<file path="src/rtl/cache_port_arbiter.sv">
// Two-requester round-robin arbiter in front of a single cache port; req->ack is 2 cycles plus one per stall cycle.
// Stall holds the command; after TIMEOUT stalled cycles the access aborts (read data 0) and sets the sticky err flag.
module cache_port_arbiter #(
  parameter int WIDTH   = 32,
  parameter int ADDRESS = 10,
  parameter int TIMEOUT = 64
) (
  input  logic               clk,
  input  logic               rst,
  input  logic               req0,
  input  logic               we0,
  input  logic [ADDRESS-1:0] addr0,
  input  logic [WIDTH-1:0]   wdata0,
  output logic               ack0,
  output logic [WIDTH-1:0]   rdata0,
  input  logic               req1,
  input  logic               we1,
  input  logic [ADDRESS-1:0] addr1,
  input  logic [WIDTH-1:0]   wdata1,
  output logic               ack1,
  output logic [WIDTH-1:0]   rdata1,
  output logic               mem_read,
  output logic               mem_write,
  output logic [ADDRESS-1:0] addr,
  output logic [WIDTH-1:0]   data_in,
  input  logic               stall,
  input  logic [WIDTH-1:0]   data_out,
  output logic               err
);

  localparam logic [1:0] IDLE = 2'd0;
  localparam logic [1:0] BUSY = 2'd1;
  localparam logic [1:0] ACK  = 2'd2;
  localparam logic [15:0] TO  = 16'(TIMEOUT);

  logic [1:0]         state_q, state_d;
  logic               ptr_q, ptr_d;
  logic               gnt_q, gnt_d;
  logic               we_q, we_d;
  logic [ADDRESS-1:0] addr_q, addr_d;
  logic [WIDTH-1:0]   wdata_q, wdata_d;
  logic [15:0]        cnt_q, cnt_d;
  logic [WIDTH-1:0]   rdata0_q, rdata0_d;
  logic [WIDTH-1:0]   rdata1_q, rdata1_d;
  logic               err_q, err_d;
  logic               sel;

  always_comb begin
    state_d  = state_q;
    ptr_d    = ptr_q;
    gnt_d    = gnt_q;
    we_d     = we_q;
    addr_d   = addr_q;
    wdata_d  = wdata_q;
    cnt_d    = cnt_q;
    rdata0_d = rdata0_q;
    rdata1_d = rdata1_q;
    err_d    = err_q;
    sel      = (req0 && req1) ? ptr_q : req1;
    case (state_q)
      IDLE: begin
        if (req0 || req1) begin
          state_d = BUSY;
          gnt_d   = sel;
          we_d    = sel ? we1 : we0;
          addr_d  = sel ? addr1 : addr0;
          wdata_d = sel ? wdata1 : wdata0;
          cnt_d   = '0;
        end
      end
      BUSY: begin
        // Completion and timeout abort share one exit; stall still high here means abort.
        if (!stall || cnt_q == TO) begin
          state_d = ACK;
          ptr_d   = ~gnt_q;
          err_d   = err_q | stall;
          if (!we_q) begin
            if (gnt_q) rdata1_d = stall ? '0 : data_out;
            else       rdata0_d = stall ? '0 : data_out;
          end
        end else begin
          cnt_d = cnt_q + 16'd1;
        end
      end
      ACK:     state_d = IDLE;
      default: state_d = IDLE;
    endcase
  end

  always_ff @(posedge clk) begin
    if (!rst) begin
      state_q  <= IDLE;
      ptr_q    <= 1'b0;
      gnt_q    <= 1'b0;
      we_q     <= 1'b0;
      addr_q   <= '0;
      wdata_q  <= '0;
      cnt_q    <= '0;
      rdata0_q <= '0;
      rdata1_q <= '0;
      err_q    <= 1'b0;
    end else begin
      state_q  <= state_d;
      ptr_q    <= ptr_d;
      gnt_q    <= gnt_d;
      we_q     <= we_d;
      addr_q   <= addr_d;
      wdata_q  <= wdata_d;
      cnt_q    <= cnt_d;
      rdata0_q <= rdata0_d;
      rdata1_q <= rdata1_d;
      err_q    <= err_d;
    end
  end

  assign mem_read  = (state_q == BUSY) && !we_q;
  assign mem_write = (state_q == BUSY) && we_q;
  assign addr      = addr_q;
  assign data_in   = wdata_q;
  assign ack0      = (state_q == ACK) && !gnt_q;
  assign ack1      = (state_q == ACK) && gnt_q;
  assign rdata0    = rdata0_q;
  assign rdata1    = rdata1_q;
  assign err       = err_q;

endmodule

</file>
<file path="config.mk">
export PLATFORM = sky130hd
export DESIGN_NAME = cache_port_arbiter
export DESIGN_NICKNAME = d
export VERILOG_FILES = /design/src/rtl/cache_port_arbiter.sv
export SDC_FILE = /design/constraint.sdc
export NUM_CORES = 1
export LEC_CHECK = 0
export ABC_AREA = 1
export CORE_ASPECT_RATIO = 1.2
export CORE_MARGIN = 2
export CORE_UTILIZATION = 47
export DETAILED_ROUTE_END_ITERATION = 6
export PLACE_DENSITY = 0.94
export SLEW_MARGIN = 20
export SYNTH_ARGS = -nofsm -noshare
export SYNTH_HDL_FRONTEND = slang
export SYNTH_SLANG_ARGS = --single-unit
</file>
<file path="constraint.sdc">
create_clock -name clk -period 2.85 [get_ports clk]
set_input_delay 0.7125 -clock clk [delete_from_list [all_inputs] [get_ports clk]]
set_output_delay 0.7125 -clock clk [all_outputs]
set_load 0.05 [all_outputs]
</file>
Word-level counts from Yosys, hierarchy flattened

Index checks and enable logic that the tools add are counted.
Widths: inputs -> output; s select.

Register bits: 128
Memory bits (read-only): 0
Memory bits (writable): 0
Latch bits: 0
Memories kept: 0
Bits of input ports: 123

Eq/ne operators: 6
Add/sub/neg operators: 1
Multipliers: 0
Order comparisons: 0
Bitwise operators: 3
Muxes and demuxes: 11
Shift operators: 0
Div/mod/pow operators: 0
Reductions and logical operators: 18

Operators by type and width:

| cell                  | count |
|---|---|
| $mux 32               | 2 |
| $mux 16               | 2 |
| $pmux 16 s2           | 1 |
| $add 16x1->16 const B | 1 |
| $eq 16x7->1 const B   | 1 |
| $mux 10               | 1 |
| $reduce_and 4->1      | 2 |
| $ne 2x2->1 const B    | 3 |
| $reduce_and 2->1      | 3 |
| $logic_and 1x1->1     | 5 |
| $mux 2                | 2 |
| $pmux 2 s2            | 1 |
| $logic_not 1->1       | 3 |
| $reduce_and 3->1      | 1 |
| $eq 2x1->1 const B    | 1 |
| $eq 2x2->1 const B    | 1 |
| $logic_not 2->1       | 1 |
| $logic_or 1x1->1      | 2 |
| $mux 1                | 2 |
| $not 1->1             | 2 |
| $reduce_bool 2->1     | 1 |
| $or 1x1->1            | 1 |

Depth between registers and ports, before layout

Gate-level depths: netlist (run 1).

Depth after elaboration: 4
Gate-level depth with buffers: 10
Mapped depth without buffers: 10

Least setup slack after synthesis (run 1)

Ideal clock, no wire load.

Kind: reg-to-output
From: reg gnt_q
To: out ack1
Arrival time: 1.562 ns
Setup slack: 0.576 ns
Stages on the path, launching flop included: 3
Cell sequence: dfxtp_1 > inv_2 > nor3_1

Word-level cells in the longest chain between the ends: 1

Ends and longest elaborated chain:

| element                  | line | source |
|---|---|---|
| start: declaration       | 38   | `logic gnt_q, gnt_d;` |
| start signal: assignment | 105  | `gnt_q <= gnt_d;` |
| $logic_and 1x1->1        | 121  | `assign ack1 = (state_q == ACK) && gnt_q;` |
| end: declaration         | 20   | `output logic ack1,` |

Every way passes these cells.

Worst setup path after layout (run 1)

Same ends and word-level chain as after synthesis.

==> results.md, run 1 <==
* Outcome: completed
* Final std cells w/o fill at 1232
* Setup Total Neg Slack at 0 ps
* Area after DPL at between 8000 and 9000 um^2
* Antenna-violating nets left at 0
* Synth Instances at between 800 and 900
* Skew final at around 12 ps
* Final net count at roughly 1200
* WP data required at roughly 2100 ps
* Clk slew on worst S/H paths at ~50 ps
* Final WS setup at between 150 and 200 ps
* Syn Nets at 970
* Core ar. at around 13000 um^2
* Async S/R FF share, synth at 0%
* Type of the most critical hold path: reg -> reg
* CTS tree: built
* Worst-path cell chain: inv_2 > nor3_1 > clkdlybuf4s50_1
* Core Rows at 45
* DRC at 0
* Initial Utilization at between 40% and 50%
* Slowest stage cell, crit path: clkdlybuf4s50_1
* # setup viols final at 0
* Initial drt markers at approximately 490
* Grt ovf at 0
* Max-slew headroom at between 50% and 60%
* Netlist Area Pre-Place at 5990 um^2
* Via count at 6450
* Post-DP HPWL at about 13000 um
* Syn avg cell area at between 7 and 8 um^2
* Design Area, Final at 8910 um^2
* LEAKAGE at approximately 3.7 nW
* Period minus WS final at around 2700 ps
* Register area share after synthesis at a little over two fifths
* Post-synth EDFFs at 0
* Max-cap violations at 0
* Dpl ws at 381 ps
* Critical path type: reg -> out
* Power per Cell Area at around 590 nW/um^2
* Unrepaired setup endpoints after global routing: false
* Final worst-path cycle share at between 90% and 100%
* Ports at approximately 230
* Most frequent cells in the layout: nand2_1, clkdlybuf4s50_1, dfxtp_1, inv_1, a21oi_1
* Post-CTS Resized at 0
* Tot Pwr at 5.25 mW
* Insertion delay to the later sink of the worst-skew pair at a little over 400 ps
* Largest net degree at the start of global routing at between 50 and 60
* Clock H-tree levels at 4
* Layout cells sized above 1 at around 6.6%
* Largest stage delay on the critical path at around 860 ps
* Cells after DPL at 1202
* CTS Buf Count at 17
* Post-synth top flop: dfxtp_1
* Antenna Cells at 0
* Yosys warns at 0
* CP Launch Type: flop
* Total Routing Usage GR at 26.8%
* Post-CTS setup buffers at 0
* Final hold violations at 0
* Arrival @ worst endpoint at slightly below 2000 ps
* Fill cells at 930
* Worst Path Max Fanout at 4
* First-pass GRT wire length at between 20000 and 30000 um
* CP Capture Type: output port
* Area grow syn2layout at 48.8%
* WL final at approximately 18000 um
* Fmax at 373 MHz
* Register bit total from synthesis at ~130
* Drt pass-1 iters at 5
* Avg Vias per Cell at 5.24
* Die Wd at 107 um
* Min Hold Slack at 458 ps
* Die Y-Extent at approximately 130 um
* Placer Congestion at 0.931
* Post-synthesis cell type count at 30
* Initial antenna violation count at 0
* Util after Layout at approximately 71%
* CTS Root Cell: clkbuf_16
* Die ar. at 13700 um^2
* Port buffer count at around 230
* Commonest non-fill, non-tap cell in the layout: nand2_1
* Max-slew violations at 0
* Cts hold-fix bufs at 0
* CTS max path bufs at 2
* Worst-Margin Slew at about 600 ps
* Vias in the first global route at around 6200
* CTS sink cnt at 128
* Worst VDD drop at ~0.44 mV
* WL/cell at roughly 15 um
[worst paths after layout]
check,startpoint,to,slack [ps],cells after the start
max reg2reg,cnt_q[0]$_SDFFE_PN0P_,rdata0[4]$_SDFFE_PN0P_,810,9
min,rdata1[24]$_SDFFE_PN0P_,rdata1[24]$_SDFFE_PN0P_,460,2
min reg2reg,rdata1[24]$_SDFFE_PN0P_,rdata1[24]$_SDFFE_PN0P_,460,2
max,gnt_q$_SDFFE_PN0P_,ack1,170,3
[flip-flops by register name, indices dropped and copies added (netlist names)]
register  flops
rdata0       32
cnt_q        16
data_in      32
rdata1       32
we_q          1
ptr_q         1
addr         10
state_q       2
err           1
gnt_q         1
[cells by family after synthesis]
| group | share of synthesized area, % |
|---|---|
| buffers and inverters | 11.8 |
| adder cells (fa/ha/maj) | 0.418 |
| AO/OA/AOI/OAI | 12.4 |
| AND/OR/NAND/NOR | 32.0 |
| XOR/XNOR | 0.585 |
| flip-flops | 42.8 |
[cell usage after synthesis, types with 6 or more instances]
| cell type | instances | area, um^2 |
|---|---|---|
| nor2_2 | 6 | 37.5 |
| inv_1 | 92 | 345 |
| o211ai_1 | 43 | 323 |
| nand2_1 | 268 | 1010 |
| nor2_1 | 36 | 135 |
| dfxtp_1 | 128 | 2560 |
| clkbuf_1 | 20 | 75.1 |
| buf_1 | 6 | 22.5 |
| nand4_1 | 36 | 225 |
| a21oi_1 | 78 | 390 |
| nand3_1 | 68 | 340 |
| buf_2 | 15 | 75.1 |
| buf_6 | 15 | 169 |
[worst max-delay path, delay by kind of cell (launching register included)]
kind,cells,cell delay (ps)
buffers and inverters,2,950
flip-flops,1,420
AND/OR/NAND/NOR,1,190
[layout make-up]
class | count | area [um^2] | share of cell area, %
Multi-Input combinational cell | 563 | 2720 | 30.5
Sequential cell | 128 | 2560 | 28.8
Timing Repair Buffer | 249 | 2470 | 27.7
Clock buffer | 17 | 425 | 4.78
Inverter | 98 | 368 | 4.13
Tap cell | 164 | 205 | 2.30
Clock inverter | 13 | 163 | 1.83
[per-layer routing]
layer	share of wire, %	vias up	global-route usage [%]
met5	0	-	0
met1	38	2945	29.4
met2	51	295	47.5
li1	-	3167	-
met4	3.4	0	12.7
met3	8.0	43	7.09
[report_power, final]
part	internal, mW	switching [mW]
Clock	1.37	0.808
Combinational	0.424	0.703
Sequential	1.89	0.0619
Total	3.68	1.57
(Power assumes the default switching activity.)
==> run 2, diff against run 1 <==
Settings changed: CORE_UTILIZATION 47 to 30, PLACE_DENSITY 0.94 to unset.
==> results.md, run 2 (synthesized netlist as in run 1, its figures left out) <==
* Drt pass-1 iters at 4
* Arrival @ worst endpoint at 1970 ps
* CTS max path bufs at 2
* Die ar. at 21100 um^2
* Initial Utilization at between 30% and 40%
* Final net count at between 1000 and 1500
* Antenna Cells at 0
* Worst Path Max Fanout at 4
* Post-DP HPWL at 12900 um
* Avg Vias per Cell at 4.63
* Cts hold-fix bufs at 0
* LEAKAGE at 3.74 nW
* Core Rows at 56
* Worst-Margin Slew at 577 ps
* Min Hold Slack at about 450 ps
* WL/cell at 14.1 um
* Via count at 6151
* Period minus WS final at around 2700 ps
* Outcome: completed
* Slowest stage cell, crit path: clkdlybuf4s50_1
* Post-CTS setup buffers at 0
* Type of the most critical hold path: reg -> reg
* Final WS setup at 170 ps
* CTS Root Cell: clkbuf_16
* Unrepaired setup endpoints after global routing: false
* Commonest non-fill, non-tap cell in the layout: nand2_1
* WL final at around 19000 um
* Clock H-tree levels at 4
* Grt ovf at 0
* Max-slew violations at 0
* Ports at approximately 230
* Insertion delay to the later sink of the worst-skew pair at 420 ps
* Tot Pwr at around 5.3 mW
* Max-cap violations at 0
* CTS Buf Count at 17
* CP Capture Type: output port
* Worst VDD drop at roughly 0.38 mV
* Initial antenna violation count at 0
* Core ar. at just under 20000 um^2
* Largest net degree at the start of global routing at 65
* CTS sink cnt at about 130
* Total Routing Usage GR at between 10% and 20%
* Setup Total Neg Slack at 0 ps
* Util after Layout at 46.3%
* Critical path type: reg -> out
* Power per Cell Area at around 590 nW/um^2
* Skew final at ~11 ps
* First-pass GRT wire length at 30600 um
* Vias in the first global route at slightly above 6000
* CTS tree: built
* Die Y-Extent at around 160 um
* Max-slew headroom at 61.4%
* CP Launch Type: flop
* Fmax at 373 MHz
* Initial drt markers at roughly 250
* Area grow syn2layout at 51.2%
* Fill cells at around 2000
* Port buffer count at 233
* Final worst-path cycle share at 94.0%
* Final hold violations at 0
* Antenna-violating nets left at 0
* WP data required at ~2100 ps
* Most frequent cells in the layout: nand2_1, clkdlybuf4s50_1, dfxtp_1, inv_1, a21oi_1
* Layout cells sized above 1 at between 6 and 7%
* Largest stage delay on the critical path at approximately 850 ps
* Post-CTS Resized at 0
* Worst-path cell chain: inv_2 > nor3_1 > clkdlybuf4s50_1
* Placer Congestion at between 0.8 and 0.9
* # setup viols final at 0
* Clk slew on worst S/H paths at 60 ps
* Dpl ws at around 260 ps
* DRC at 0
* Die Wd at 133 um
[run 2: cell count changes in the layout (fill, tap and decap cells not counted), sizes merged]
| cell | before | now |
|---|---|---|
| clkinvlp | 3 | 1 |
| buf | 18 | 17 |
| inv | 98 | 101 |
[run 2: routing by layer]
| metal | part of all wire (%) | global-route usage [%] | wire, um |
|---|---|---|---|
| met5 | 0 | 0 | 0 |
| met4 | 1.3 | 5.33 | 247 |
| met3 | 8.1 | 6.07 | 1530 |
| met2 | 48 | 30.8 | 8970 |
| met1 | 43 | 20.9 | 8030 |
[run 2: final timing paths]
check / from / endpoint / slack (ps) / cells after the start
max: gnt_q$_SDFFE_PN0P_ / ack1 / 170 / 3
min: err$_SDFFE_PN0P_ / err$_SDFFE_PN0P_ / 450 / 2
max reg2reg: cnt_q[0]$_SDFFE_PN0P_ / rdata0[16]$_SDFFE_PN0P_ / 800 / 9
min reg2reg: err$_SDFFE_PN0P_ / err$_SDFFE_PN0P_ / 450 / 2
[run 2: final cells by class]
cell class | count | area, um^2 | share of cell area, %
Clock inverter | 14 | 180 | 1.99
Tap cell | 261 | 327 | 3.61
Sequential cell | 128 | 2560 | 28.3
Clock buffer | 17 | 425 | 4.70
Timing Repair Buffer | 248 | 2470 | 27.3
Inverter | 98 | 368 | 4.06
Multi-Input combinational cell | 563 | 2720 | 30.0
[run 2: power by group]
group	leakage [nW]	total (mW)	switching, mW	internal [mW]
combinational	2.40	1.13	0.703	0.428
clock	0.297	2.26	0.870	1.39
sequential	1.04	1.94	0.0582	1.89
total	3.74	5.33	1.63	3.70
[run 2: critical path: cells and delay by family (launching register included)]
kind          cells  cell delay, ps
simple gates      1             170
buf+inv           2             940
flops             1             440
[run 2: through the flow]
step                      instance area [um^2]  cells
after floorplan                           5990    845
after global placement                    8450   1298
after detailed placement                  8450   1298
after CTS                                 9050   1329
after global routing                      9050   1329
final                                     9050   1329
==> run 3, diff against run 2 <==
Settings changed: ABC_AREA 1 to 0.
==> results.md, run 3 <==
* Register area share after synthesis at between 40% and 50%
* Clk slew on worst S/H paths at about 60 ps
* Syn avg cell area at 8.91 um^2
* Design Area, Final at 8430 um^2
* Grt ovf at 0
* Period minus WS final at between 2000 and 3000 ps
* Vias in the first global route at 5030
* GR Layer Usage met3 at 6.46%
* CTS max path bufs at 2
* Reg2reg start: cnt_q[0]$_SDFFE_PN0P_
* Core Rows at 52
* Commonest non-fill, non-tap cell in the layout: clkdlybuf4s50_1
* WP data required at about 2100 ps
* Slowest stage cell, crit path: clkdlybuf4s50_1
* Post-DP HPWL at roughly 12000 um
* Post-synth top area share at about half
* Drt pass-1 iters at 6
* Synth area leaders: dfxtp_1, mux2i_1, o22ai_1
* Port buffer count at around 230
* Final net count at about 930
* Post-synthesis cell type count at 41
* Top post-synthesis cells by count: dfxtp_1, nand2_1, o22ai_1
* Adder-Cell Fraction of Synth Area at 0.477%
* Largest family of logic cells by synthesized area: simple AND/OR/NAND/NOR gates
* Most frequent cell after synthesis: dfxtp_1
* Via count at a little over 5000
* Compound-gate portion of the synthesized area at 18.0%
* CP Capture Type: output port
* Synth Instances at around 590
* Final hold violations at 0
* Max-slew violations at 0
* Post-synthesis mux area share at roughly 8.4%
* Worst Path Max Fanout at 7
* Largest area contributor in the netlist: dfxtp_1
* LEAKAGE at between 3 and 4 nW
* Setup Total Neg Slack at 0 ps
* Most frequent cells in the layout: clkdlybuf4s50_1, dfxtp_1, nand2_1, o22ai_1, nor2_1
* Die Y-Extent at 149 um
* Area grow syn2layout at 60.8%
* Worst-Margin Slew at ~670 ps
* Die Wd at around 120 um
* Avg Vias per Cell at 5.01
* First-pass GRT wire length at between 20000 and 30000 um
* Area after DPL at slightly below 8000 um^2
* Ports at about 230
* CTS sink cnt at 128
* Type of the most critical hold path: reg -> reg
* WL final at about 16000 um
* Fmax at 384 MHz
* CP Launch Type: flop
* Arrival @ worst endpoint at around 1900 ps
* Antenna Cells at 0
* DRC at 0
* Worst Hold Launch: rdata1[1]$_SDFFE_PN0P_
* Yosys warns at 0
* CTS Root Cell: clkbuf_16
* CTS tree: built
* Clock H-tree levels at 4
* Post-synth EDFFs at 0
* Met2 Usage GRT at approximately 29%
* Most used routing layer in global routing: met2
* Outcome: completed
* Worst VDD drop at a little under 0.5 mV
* Dpl ws at between 300 and 400 ps
* Post-Synth XOR/XNOR Area at 0.167%
* Total Routing Usage GR at between 10% and 20%
* Max-slew headroom at a little under three fifths
* Crit path from: state_q[1]$_SDFFE_PN0P_
* Power per Cell Area at between 600 and 700 nW/um^2
* Max-cap violations at 0
* Worst R2R Setup Slack at 360 ps
* Final worst-path cycle share at between 90% and 100%
* Antenna-violating nets left at 0
* Post-CTS Resized at 0
* Die ar. at about 19000 um^2
* Syn Nets at a little over 700
* Post-CTS setup buffers at 0
* # setup viols final at 0
* Skew final at 11.5 ps
* Initial Utilization at 30.9%
* Largest stage delay on the critical path at roughly 850 ps
* Layout cells sized above 1 at 7.69%
* Final WS setup at around 240 ps
* Cts hold-fix bufs at 0
* WL/cell at approximately 16 um
* Largest net degree at the start of global routing at 70
* Worst-path cell chain: and3b_1 > clkdlybuf4s50_1
* Register bit total from synthesis at between 100 and 150
* Min Hold Slack at between 400 and 500 ps
* Met1 Use GR at between 20% and 30%
* Core ar. at roughly 17000 um^2
* Post-synth top flop: dfxtp_1
* Async S/R FF share, synth at 0%
* Initial antenna violation count at 0
* Initial drt markers at 336
* CTS Buf Count at 17
* Unrepaired setup endpoints after global routing: false
* Insertion delay to the later sink of the worst-skew pair at 410 ps
* Placer Congestion at 0.877
* Critical path type: reg -> out
* Netlist Area Pre-Place at 5240 um^2
* Simple-gate share of the synthesized area at 19.7%
run 3: cell count changes in the layout (fill, tap and decap cells not counted), moves of 6 or more:
| cell | change |
|---|---|
| a211oi_1 | +43 |
| or3_1 | +6 |
| inv_1 | -85 |
| a21oi_1 | -70 |
| nand2_1 | -188 |
| nand3_1 | -59 |
| nand4_1 | -32 |
| o21ai_0 | +8 |
| nand3b_1 | +31 |
| o211ai_1 | -42 |
| nor2_1 | +21 |
| mux2i_1 | +44 |
| o22ai_1 | +64 |
run 3: final timing paths:
check                                end  cells past startpoint
hold / removal    rdata1[1]$_SDFFE_PN0P_                      2
hold reg to reg   rdata1[1]$_SDFFE_PN0P_                      2
setup / recovery                    ack1                      2
setup reg to reg  rdata0[7]$_SDFFE_PN0P_                      8
run 3: cells by family (layout without fill, tap and decap cells):
| kind of cell | after synthesis | count (layout) |
|---|---|---|
| adders and majority gates | 2 | 2 |
| and+or+nand+nor | 212 | 212 |
| AOI/OAI and AO/OA | 143 | 143 |
| muxes | 44 | 44 |
| buffers and inverters | 58 | 289 |
| xor gates and xnor gates | 1 | 1 |
| DFF | 128 | 128 |
run 3: through the flow:
step	utilization [%]	power [mW]	cells
floorplan	-	2.63	588
global placement	46.0	3.08	1003
detailed placement	46.0	3.10	1003
CTS	49.6	5.35	1035
global route	49.6	5.52	1035
finish	49.6	5.28	1035
run 3: critical path, delay by kind of cell, from the launching register on:
kind / cells / cell delay [ps]
buffers and inverters: 1 / 850
flip-flops: 1 / 440
AND/OR/NAND/NOR: 1 / 200
run 3: cell type report:
cell class | instances | area, um^2
Clock buffer | 17 | 425
Clock inverter | 15 | 189
Fill cell | 1620 | 8550
Inverter | 8 | 30.0
Multi-Input combinational cell | 402 | 2470
Sequential cell | 128 | 2560
Tap cell | 216 | 270
Timing Repair Buffer | 249 | 2480
run 3: power by group:
part | internal, mW | switching [mW] | total, mW
Clock | 1.34 | 0.893 | 2.23
Sequential | 1.89 | 0.0591 | 1.95
Combinational | 0.445 | 0.659 | 1.10
run 3: routing by layer:
layer / vias up / share of wire [%]
met5: - / 0
met4: 0 / 0.79
met3: 12 / 9.3
met2: 231 / 49
met1: 2372 / 41
li1: 2569 / -
